==> src/rtl/keymgr_pkg.sv <==
// rtl/keymgr_pkg.sv - keymgr sideload types and sizes shared by producer and consumers
package keymgr_pkg;

  localparam int Shares    = 2;
  localparam int KeyWidth  = 256;
  localparam int RandWidth = 32;
  localparam int NumWords  = KeyWidth / RandWidth;

  typedef struct packed {
    logic                            valid;
    logic [Shares-1:0][KeyWidth-1:0] key;
  } hw_key_req_t;

endpackage

==> src/rtl/keymgr_sideload_key_rx.sv <==
// rtl/keymgr_sideload_key_rx.sv - captures sideload or software key per operation, holds it, wipes it with entropy
module keymgr_sideload_key_rx
  import keymgr_pkg::*;
(
  input  logic                       clk_i,
  input  logic                       rst_i,
  input  logic                       sideload_en_i,
  input  hw_key_req_t                key_req_i,
  input  logic [Shares*KeyWidth-1:0] sw_key_i,
  input  logic                       sw_key_valid_i,
  input  logic                       op_req_i,
  output logic                       op_ack_o,
  input  logic                       done_i,
  input  logic                       wipe_i,
  input  logic [RandWidth-1:0]       entropy_i,
  output logic                       prng_en_o,
  output logic [Shares*KeyWidth-1:0] key_o,
  output logic                       key_valid_o,
  output logic                       err_o
);

  localparam int CntW = (NumWords > 1) ? $clog2(NumWords) : 1;
  localparam logic [CntW-1:0] LastWord = CntW'(NumWords - 1);

  typedef enum logic [4:0] {
    StIdle     = 5'b00001,
    StActive   = 5'b00010,
    StClear    = 5'b00100,
    StErrClear = 5'b01000,
    StErr      = 5'b10000
  } state_e;

  state_e                          state_q, state_d;
  logic [Shares-1:0][KeyWidth-1:0] key_q, key_d;
  logic [CntW-1:0]                 cnt_q, cnt_d;
  logic                            src_sl_q, src_sl_d;
  logic                            ack_q, ack_d;
  logic                            err_q, err_d;
  logic                            src_valid;

  assign src_valid = sideload_en_i ? key_req_i.valid : sw_key_valid_i;

  always_comb begin
    state_d  = state_q;
    key_d    = key_q;
    cnt_d    = cnt_q;
    src_sl_d = src_sl_q;
    ack_d    = 1'b0;
    err_d    = err_q;

    case (state_q)
      StIdle: begin
        if (wipe_i) begin
          state_d = StErrClear;
          cnt_d   = '0;
          err_d   = 1'b1;
        end else if (op_req_i && src_valid) begin
          if (sideload_en_i) begin
            key_d = key_req_i.key;
          end else begin
            key_d = sw_key_i;
          end
          src_sl_d = sideload_en_i;
          ack_d    = 1'b1;
          state_d  = StActive;
        end
      end

      StActive: begin
        // done outranks a simultaneous valid loss: the operation completed normally
        if (wipe_i) begin
          state_d = StErrClear;
          cnt_d   = '0;
          err_d   = 1'b1;
        end else if (done_i) begin
          state_d = StClear;
          cnt_d   = '0;
        end else if (src_sl_q && !key_req_i.valid) begin
          state_d = StErrClear;
          cnt_d   = '0;
          err_d   = 1'b1;
        end
      end

      StClear, StErrClear: begin
        if (wipe_i && (state_q == StClear)) begin
          state_d = StErrClear;
          cnt_d   = '0;
          err_d   = 1'b1;
        end else begin
          for (int s = 0; s < Shares; s++) begin
            key_d[s][int'(cnt_q)*RandWidth +: RandWidth] = entropy_i;
          end
          if (cnt_q == LastWord) begin
            cnt_d   = '0;
            state_d = (state_q == StClear) ? StIdle : StErr;
          end else begin
            cnt_d = cnt_q + CntW'(1);
          end
        end
      end

      StErr: begin
        state_d = StErr;
      end

      default: begin
        state_d = StErrClear;
        cnt_d   = '0;
        err_d   = 1'b1;
      end
    endcase
  end

  always_ff @(posedge clk_i) begin
    if (rst_i) begin
      state_q  <= StIdle;
      key_q    <= '0;
      cnt_q    <= '0;
      src_sl_q <= 1'b0;
      ack_q    <= 1'b0;
      err_q    <= 1'b0;
    end else begin
      state_q  <= state_d;
      key_q    <= key_d;
      cnt_q    <= cnt_d;
      src_sl_q <= src_sl_d;
      ack_q    <= ack_d;
      err_q    <= err_d;
    end
  end

  assign op_ack_o    = ack_q;
  assign key_valid_o = (state_q == StActive);
  assign err_o       = err_q;
  assign prng_en_o   = (state_q == StClear) || (state_q == StErrClear);
  assign key_o       = key_q;

endmodule
==> config.mk <==
export PLATFORM = sky130hd
export DESIGN_NAME = keymgr_sideload_key_rx
export DESIGN_NICKNAME = d
export VERILOG_FILES = /design/src/rtl/keymgr_pkg.sv /design/src/rtl/keymgr_sideload_key_rx.sv
export SDC_FILE = /design/constraint.sdc
export NUM_CORES = 2
export LEC_CHECK = 0
export ABC_AREA = 0
export BUFFER_PORTS_ARGS = -buffer_cell sky130_fd_sc_hd__buf_2
export CAP_MARGIN = 10
export CORE_AREA = 8 8 611 613
export DETAILED_ROUTE_END_ITERATION = 6
export DIE_AREA = 0 0 619 621
export RECOVER_POWER = 25
export SKIP_LAST_GASP = 1
export SLEW_MARGIN = 15
export SYNTH_ARGS = -nofsm -noshare
export SYNTH_HDL_FRONTEND = slang
export SYNTH_SLANG_ARGS = --single-unit
==> constraint.sdc <==
create_clock -name clk_i -period 2.8 [get_ports clk_i]
set_clock_uncertainty 0.15 [all_clocks]
set_input_delay 0.14 -clock clk_i [delete_from_list [all_inputs] [get_ports clk_i]]
set_output_delay 0.14 -clock clk_i [all_outputs]
set_load 0.02 [all_outputs]
* Word level (Yosys, flattened, before mapping)
Index checks and enable logic that the tools add are counted.
** Storage, ports and cells
- Logic and storage cells :: 74
- Flip-flop bits (word level) :: 523
- Bits of input ports :: 1064
- Output and inout bits :: 516
** Cells by class
- $add $sub $neg :: 2
- Bitwise logic cells :: 3
- Mux-type cells :: 31
- Shift operators :: 2
- Reduce and logical (&&, ||, !) cells :: 13
- Equal/unequal tests :: 16
** Operators with widths (number)
- 2-to-1 mux 512 bit :: 4
- one-hot mux 512 bit (2 select lines) :: 1
- bitwise mux 256 bit :: 2
- variable shift 32 x 33 -> 256 bit, first input constant :: 1
- variable part select 32 x 33 -> 256 bit :: 1
- 2-to-1 mux 5 bit :: 8
- negator 8 -> 33 bit :: 1
- one-hot mux 5 bit (4 select lines) :: 1
- 2-to-1 mux 3 bit :: 6
- one-hot mux 3 bit (4 select lines) :: 1
- inequality test 2 bit, second input constant :: 5
- inequality test 3 bit, second input constant :: 3
- AND reduction 3 bit :: 3
- 2-to-1 mux 1 bit :: 7
- equality test 5 x 1 -> 1 bit, second input constant :: 1
- equality test 5 x 2 -> 1 bit, second input constant :: 1
- equality test 5 x 3 -> 1 bit, second input constant :: 1
- equality test 5 x 4 -> 1 bit, second input constant :: 1
- equality test 5 bit, second input constant :: 1
- AND reduction 5 bit :: 1
- inequality test 4 x 3 -> 1 bit, second input constant :: 1
- one-hot mux 1 bit (4 select lines) :: 1
- AND reduction 4 bit :: 1
- adder 3 x 1 -> 3 bit, second input constant :: 1
- other kinds (9) :: 13

* Depth between registers and ports, before layout
- Word-level depth :: 6
- Mapped depth :: 12
- Mapped depth without buffers :: 8

* Least setup slack after synthesis
OpenSTA, ideal clock, no wires.
- Path kind :: register to register
- Start :: register cnt_q[0]
- End :: register key_q (netlist bit key_o[213])
- Data arrival time :: 2537 ps
- Setup time :: 101 ps
- Period minus slack after synthesis :: 2788 ps
- Data required time :: 2549 ps
- Cell stages (with the launch flop) :: 11
- Buffers on the path :: 3
- Slack :: 12 ps
- Cell sequence :: dfxtp_1 -> buf_2 -> inv_1 -> ha_1 -> ha_1 -> buf_2 -> or3b_1 -> nor4b_4 -> clkbuf_1 -> a21oi_1 -> o41ai_1
** Between the ends
- Longest elaborated chain between the ends :: 5
- Elaborated cells on any way between the ends :: 6
- Those cells by class :: add/sub (1); shift (2); mux (3)
** Ends and longest elaborated chain
- start, declared :: line keymgr_sideload_key_rx.sv:35 : logic [CntW-1:0] cnt_q, cnt_d;
- start signal, assigned :: line keymgr_sideload_key_rx.sv:126 : cnt_q <= cnt_d;
- negator 8 -> 33 bit (*) :: line keymgr_sideload_key_rx.sv:92 : key_d[s][int'(cnt_q)*RandWidth +: RandWidth] = entropy_i;
- variable part select 32 x 33 -> 256 bit / variable shift 32 x 33 -> 256 bit (equally long branches) :: line keymgr_sideload_key_rx.sv:92
- bitwise mux 256 bit (*) :: line keymgr_sideload_key_rx.sv:92
- 2-to-1 mux 512 bit (*) :: line keymgr_sideload_key_rx.sv:86 : if (wipe_i && (state_q == StClear)) begin
- one-hot mux 512 bit (2 select lines) (*) :: line keymgr_sideload_key_rx.sv:51 : case (state_q)
- end signal, assigned :: line keymgr_sideload_key_rx.sv:125 : key_q <= key_d;
- end, declared :: line keymgr_sideload_key_rx.sv:34 : logic [Shares-1:0][KeyWidth-1:0] key_q, key_d;
Mark *: on every way between the ends. The rest lies on a longest branch, timed or not. The select of a mux whose other input is x is not followed.
A chain may end at the register's enable or synchronous reset.

* Worst setup path after layout
- Start :: register state_q[3]
- End :: register state_q[1]
** Between the ends
- Longest elaborated chain between the ends :: 4
- Elaborated cells on any way between the ends :: 13
- Those cells by class :: eq/ne (8); mux (2); reduce/logical (3)
** Ends and longest elaborated chain
- start, declared :: line keymgr_sideload_key_rx.sv:33 : state_e state_q, state_d;
- start signal, assigned :: line keymgr_sideload_key_rx.sv:117 : state_q <= StIdle;
- start signal, assigned :: line keymgr_sideload_key_rx.sv:124 : state_q <= state_d;
- equality test 5 x 3 -> 1 bit / equality test 5 x 4 -> 1 bit (equally long branches) :: line keymgr_sideload_key_rx.sv:51, keymgr_sideload_key_rx.sv:86
- OR reduction 2 bit / logical AND 1 bit (equally long branches) :: line keymgr_sideload_key_rx.sv:51, keymgr_sideload_key_rx.sv:86
- inequality test 3 bit (no source line) / 2-to-1 mux 5 bit (equally long branches)
- AND reduction 3 bit (no source line) / one-hot mux 5 bit (4 select lines) (equally long branches)
Several ways; a longest one is shown, not always the timed one.

==> flow_metrics.env <==
export IMPL_count_of_buffers_from_port_buffering=1579
export IMPL_fin_crit_sh_pct=97.6
export IMPL_regToRegEndpoint="state_q[1]"
export IMPL_slew_violations=0
export IMPL_r2r_slack_ps=70
export IMPL_slowest_cell_on_the_critical_path="dlygate4sd3_1"
export IMPL_postSynth_asyncResetShare_pct=0
export IMPL_syn_area_mm2=0.0308
export IMPL_dp_final_hpwl_mm=336
export IMPL_syn2layout_area_growth_pct=96.6
export IMPL_layout_filler_cells=41200
export IMPL_timing_rr_start="state_q[3]"
export IMPL_setup_viol=0
export IMPL_synth_seq_area_share_pct=34.0
export IMPL_floorplan_die_area_mm2=0.384
export IMPL_fin_util_pct=16.6
export IMPL_synthesized_netlist_net_count=4651
export IMPL_detailroute_via_count=43900
export IMPL_grt_first_pass_wirelength_mm=485
export IMPL_placed_cell_area_mm2=0.0468
export IMPL_slowest_stage_delay_on_critical_path_ps=690
export IMPL_timing_hold_worst_endpoint="key_o[26]"
export IMPL_data_required_time_at_the_worst_endpoint_ps=3330
export IMPL_floorplan_die_width_um=619
export IMPL_max_slew_headroom_pct=20.1
export IMPL_gp_congestion=0.969
export IMPL_setup_repair_after_global_routing_missed_its_margin="true"
export IMPL_cts_inserted_buffers=80
export IMPL_global_route_usage_total_pct=19.4
export IMPL_clk_pin_slew_worst_paths_ps=90
export IMPL_initial_core_util_pct=8.46
export IMPL_yosys_warnings=0
export IMPL_worst_ep_arrival_time_ps=3260
export IMPL_grt_antenna_before_repair=446
export IMPL_period_minus_slack_ps=2730
export IMPL_worstMarginPinSlew_ps=1180
export IMPL_hold_path_class="input port to flip-flop"
export IMPL_hold_depth=4
export IMPL_timing_critical_path_max_delay_family="buffers and inverters"
export IMPL_setup_worst_path_start_class="flip-flop"
export IMPL_worstSetupEndpointType="flip-flop"
export IMPL_critical_path_class="flip-flop to flip-flop"
export IMPL_outcome="finished clean"
export IMPL_setup_tns_final_ps=0
export IMPL_drive_gt1_share_pct=31.8
export IMPL_first_iter_violations=4598
export IMPL_first_global_vias=42100
export IMPL_path_max_fanout=10
export IMPL_drcViolationCount=0
export IMPL_holdCritStartpoint="entropy_i[26]"
export IMPL_detail_route_wl_per_cell_um=34.7
export IMPL_crit_chain="buf_4, nor3_2, nand4_1, dlygate4sd3_1, a21oi_1, dlygate4sd3_1"
export IMPL_pre_antenna_drt_iters=5
export IMPL_clkLatencyLatePin_ps=790
export IMPL_static_leakage_power_nw=24.6
export IMPL_post_detailed_route_via_to_cell_ratio=3.87
export IMPL_net_total_in_the_final_layout=7294
export IMPL_cts_htree_levels=3
export IMPL_whs_ps=31.8
export IMPL_cts_tree="done"
export IMPL_hold_viol=0
export IMPL_placeableCoreArea_mm2=0.364
export IMPL_worst_path_buf_inv=3
export IMPL_synthDistinctLibCells=50
export IMPL_ys_flop_type="dfxtp_1"
export IMPL_ys_ff_latch=523
export IMPL_overflow_left_after_global_routing=0
export IMPL_sink_count_of_the_clock_tree=523
export IMPL_cp_startpoint="state_q[3]"
export IMPL_rr_worst_depth=6
export IMPL_maximum_number_of_pins_on_one_net_before_global_route_repair=116
export IMPL_synth_enable_flop_cells=0
export IMPL_ir_worst_vdd_v=0.000453
export IMPL_drt_total_wl_mm=393
export IMPL_cts_max_path_buffers=4
export IMPL_fmaxAchievable_ghz=0.366
export IMPL_syn_instance_count=3580
export IMPL_fin_total_pwr_w=0.0274
export IMPL_synth_avg_cell_area_um2=8.59
export IMPL_route_antenna_remaining_nets=0
export IMPL_power_density_cell_area_mw_per_mm2=454
export IMPL_clk_root_buffer_cell="clkbuf_16"
export IMPL_floorplan_io_pins=1580
export IMPL_num_rows=222
export IMPL_critical_path_top_cell_by_count="dlygate4sd3_1"
export IMPL_chipHeight_um=621
export IMPL_max_cap_violations=0
export IMPL_final_cell_area_mm2=0.0605
how the worst max path moves through the flow:
stage / to / slack [ps] / depth (start not counted)
floorplan: key_o[213] / 10 / 10
global placement: key_o[253] / -580 / 12
detailed placement: key_o[238] / -560 / 12
CTS: key_o[478] / -30 / 10
global route: key_o[216] / -50 / 8
finish: state_q[1] / 70 / 6
worst register-to-register path: stages (launching register included):
cell and delay, ps:
dfxtp_1 360, buf_4 200, nor3_2 280, nand4_1 270, dlygate4sd3_1 690, a21oi_1 140, dlygate4sd3_1 560
cells in the mapped netlist (4+ instances only):
master / number / area, um2
buf_4: 10 / 75.1
inv_1: 7 / 26.3
buf_2: 82 / 410
o21ai_1: 73 / 365
nor2_1: 75 / 282
o21ai_0: 129 / 646
nand3_1: 4 / 20.0
clkbuf_1: 299 / 1120
buf_1: 19 / 71.3
o41ai_2: 117 / 1900
dfxtp_1: 523 / 10500
a21oi_1: 354 / 1770
mux2_2: 5 / 56.3
o41ai_1: 139 / 1220
mux2i_1: 316 / 3160
a211oi_1: 257 / 1930
and3_1: 34 / 213
nand2b_1: 69 / 432
nor2b_1: 256 / 1600
ha_1: 7 / 87.6
nor4_1: 7 / 43.8
nand3b_1: 261 / 1960
nand4_1: 65 / 407
a211o_1: 67 / 587
nor3_1: 6 / 30.0
nand2_1: 321 / 1200
buf_6: 10 / 113
nor3b_1: 35 / 263
per-layer routing:
| metal | vias up | track usage [%] | routed length [um] |
|---|---|---|---|
| met5 | - | 0 | 1030 |
| met4 | 156 | 9.47 | 24800 |
| met3 | 1046 | 6.23 | 32900 |
| met2 | 2775 | 34.5 | 194000 |
| met1 | 21000 | 20.6 | 140000 |
| li1 | 18900 | - | - |
timing repair:
item | in CTS | in global routing
setup buffers | 1 | 1
resized for setup | 7 | 20
pin swaps | 1 | 5
setup endpoints to repair | 72 | 301
endpoints found under the hold margin | 523 | 0
hold buffers | 1060 | 0
cloned | 0 | 1
final cells by class:
class	count	area (um2)	share of cell area, %
repair buffers	2981	21800	36.0
multi-input cells	2629	18900	31.3
flip-flops and latches	523	10500	17.3
well taps	4816	6030	9.96
clock buffers	95	2130	3.52
diodes	239	598	0.989
clock inverters	42	480	0.794
inverters	8	56.3	0.0931
kinds of logic after synthesis:
group / synth area share [%]
xor+xnor: 0.110
buf+inv: 5.92
compound gates: 27.8
fa+ha+maj: 0.285
mux: 10.5
flops: 34.0
simple gates: 21.4
state kept, by name, summed over array words and instances, names as in the netlist:
signal    cells
cnt_q         3
key_o       512
src_sl_q      1
err_o         1
state_q       5
op_ack_o      1
where the power goes:
| part | leakage [nW] | switching (W) | internal (W) |
|---|---|---|---|
| logic | 19.1 | 0.00507 | 0.00376 |
| clock network | 1.28 | 0.00450 | 0.00620 |
| registers | 4.23 | 0.000177 | 0.00774 |
stage by stage:
| stage | worst slack, ps | cells |
|---|---|---|
| floorplan | 11.7 | 3580 |
| CTS | -31.8 | 11100 |
| global placement | -582 | 9894 |
| finish | 67.7 | 11300 |
| global route | -51.7 | 11300 |
| detailed placement | -565 | 9894 |
cell usage in the layout (no fill, tap or decap), types with 5 or more instances in the layout:
cell           count
mux2i_1          316
nand2b_1          69
clkbuf_8           5
buf_4            262
mux2_2             5
a211o_1           67
clkinv_2          15
buf_2           1322
nor4_1             5
a211oi_2           8
o41ai_2          120
o21ai_0          129
inv_6             11
bufinv_16          8
clkinvlp_4         5
and3_1            32
o21ai_4            7
nand2_1          321
nand3b_1         261
a21oi_1          352
dlygate4sd3_1   1060
clkbuf_16         82
clkbuf_1         264
buf_12            78
nor3b_1            5
a211oi_1         249
o21ai_1           66
nand4_1           65
o41ai_1          136
dfxtp_1          522
inv_1              7
nor2_1            75
nor3b_2           27
nor2b_1          256
diode_2          239
Note: power is estimated with default switching activity, not from simulation.
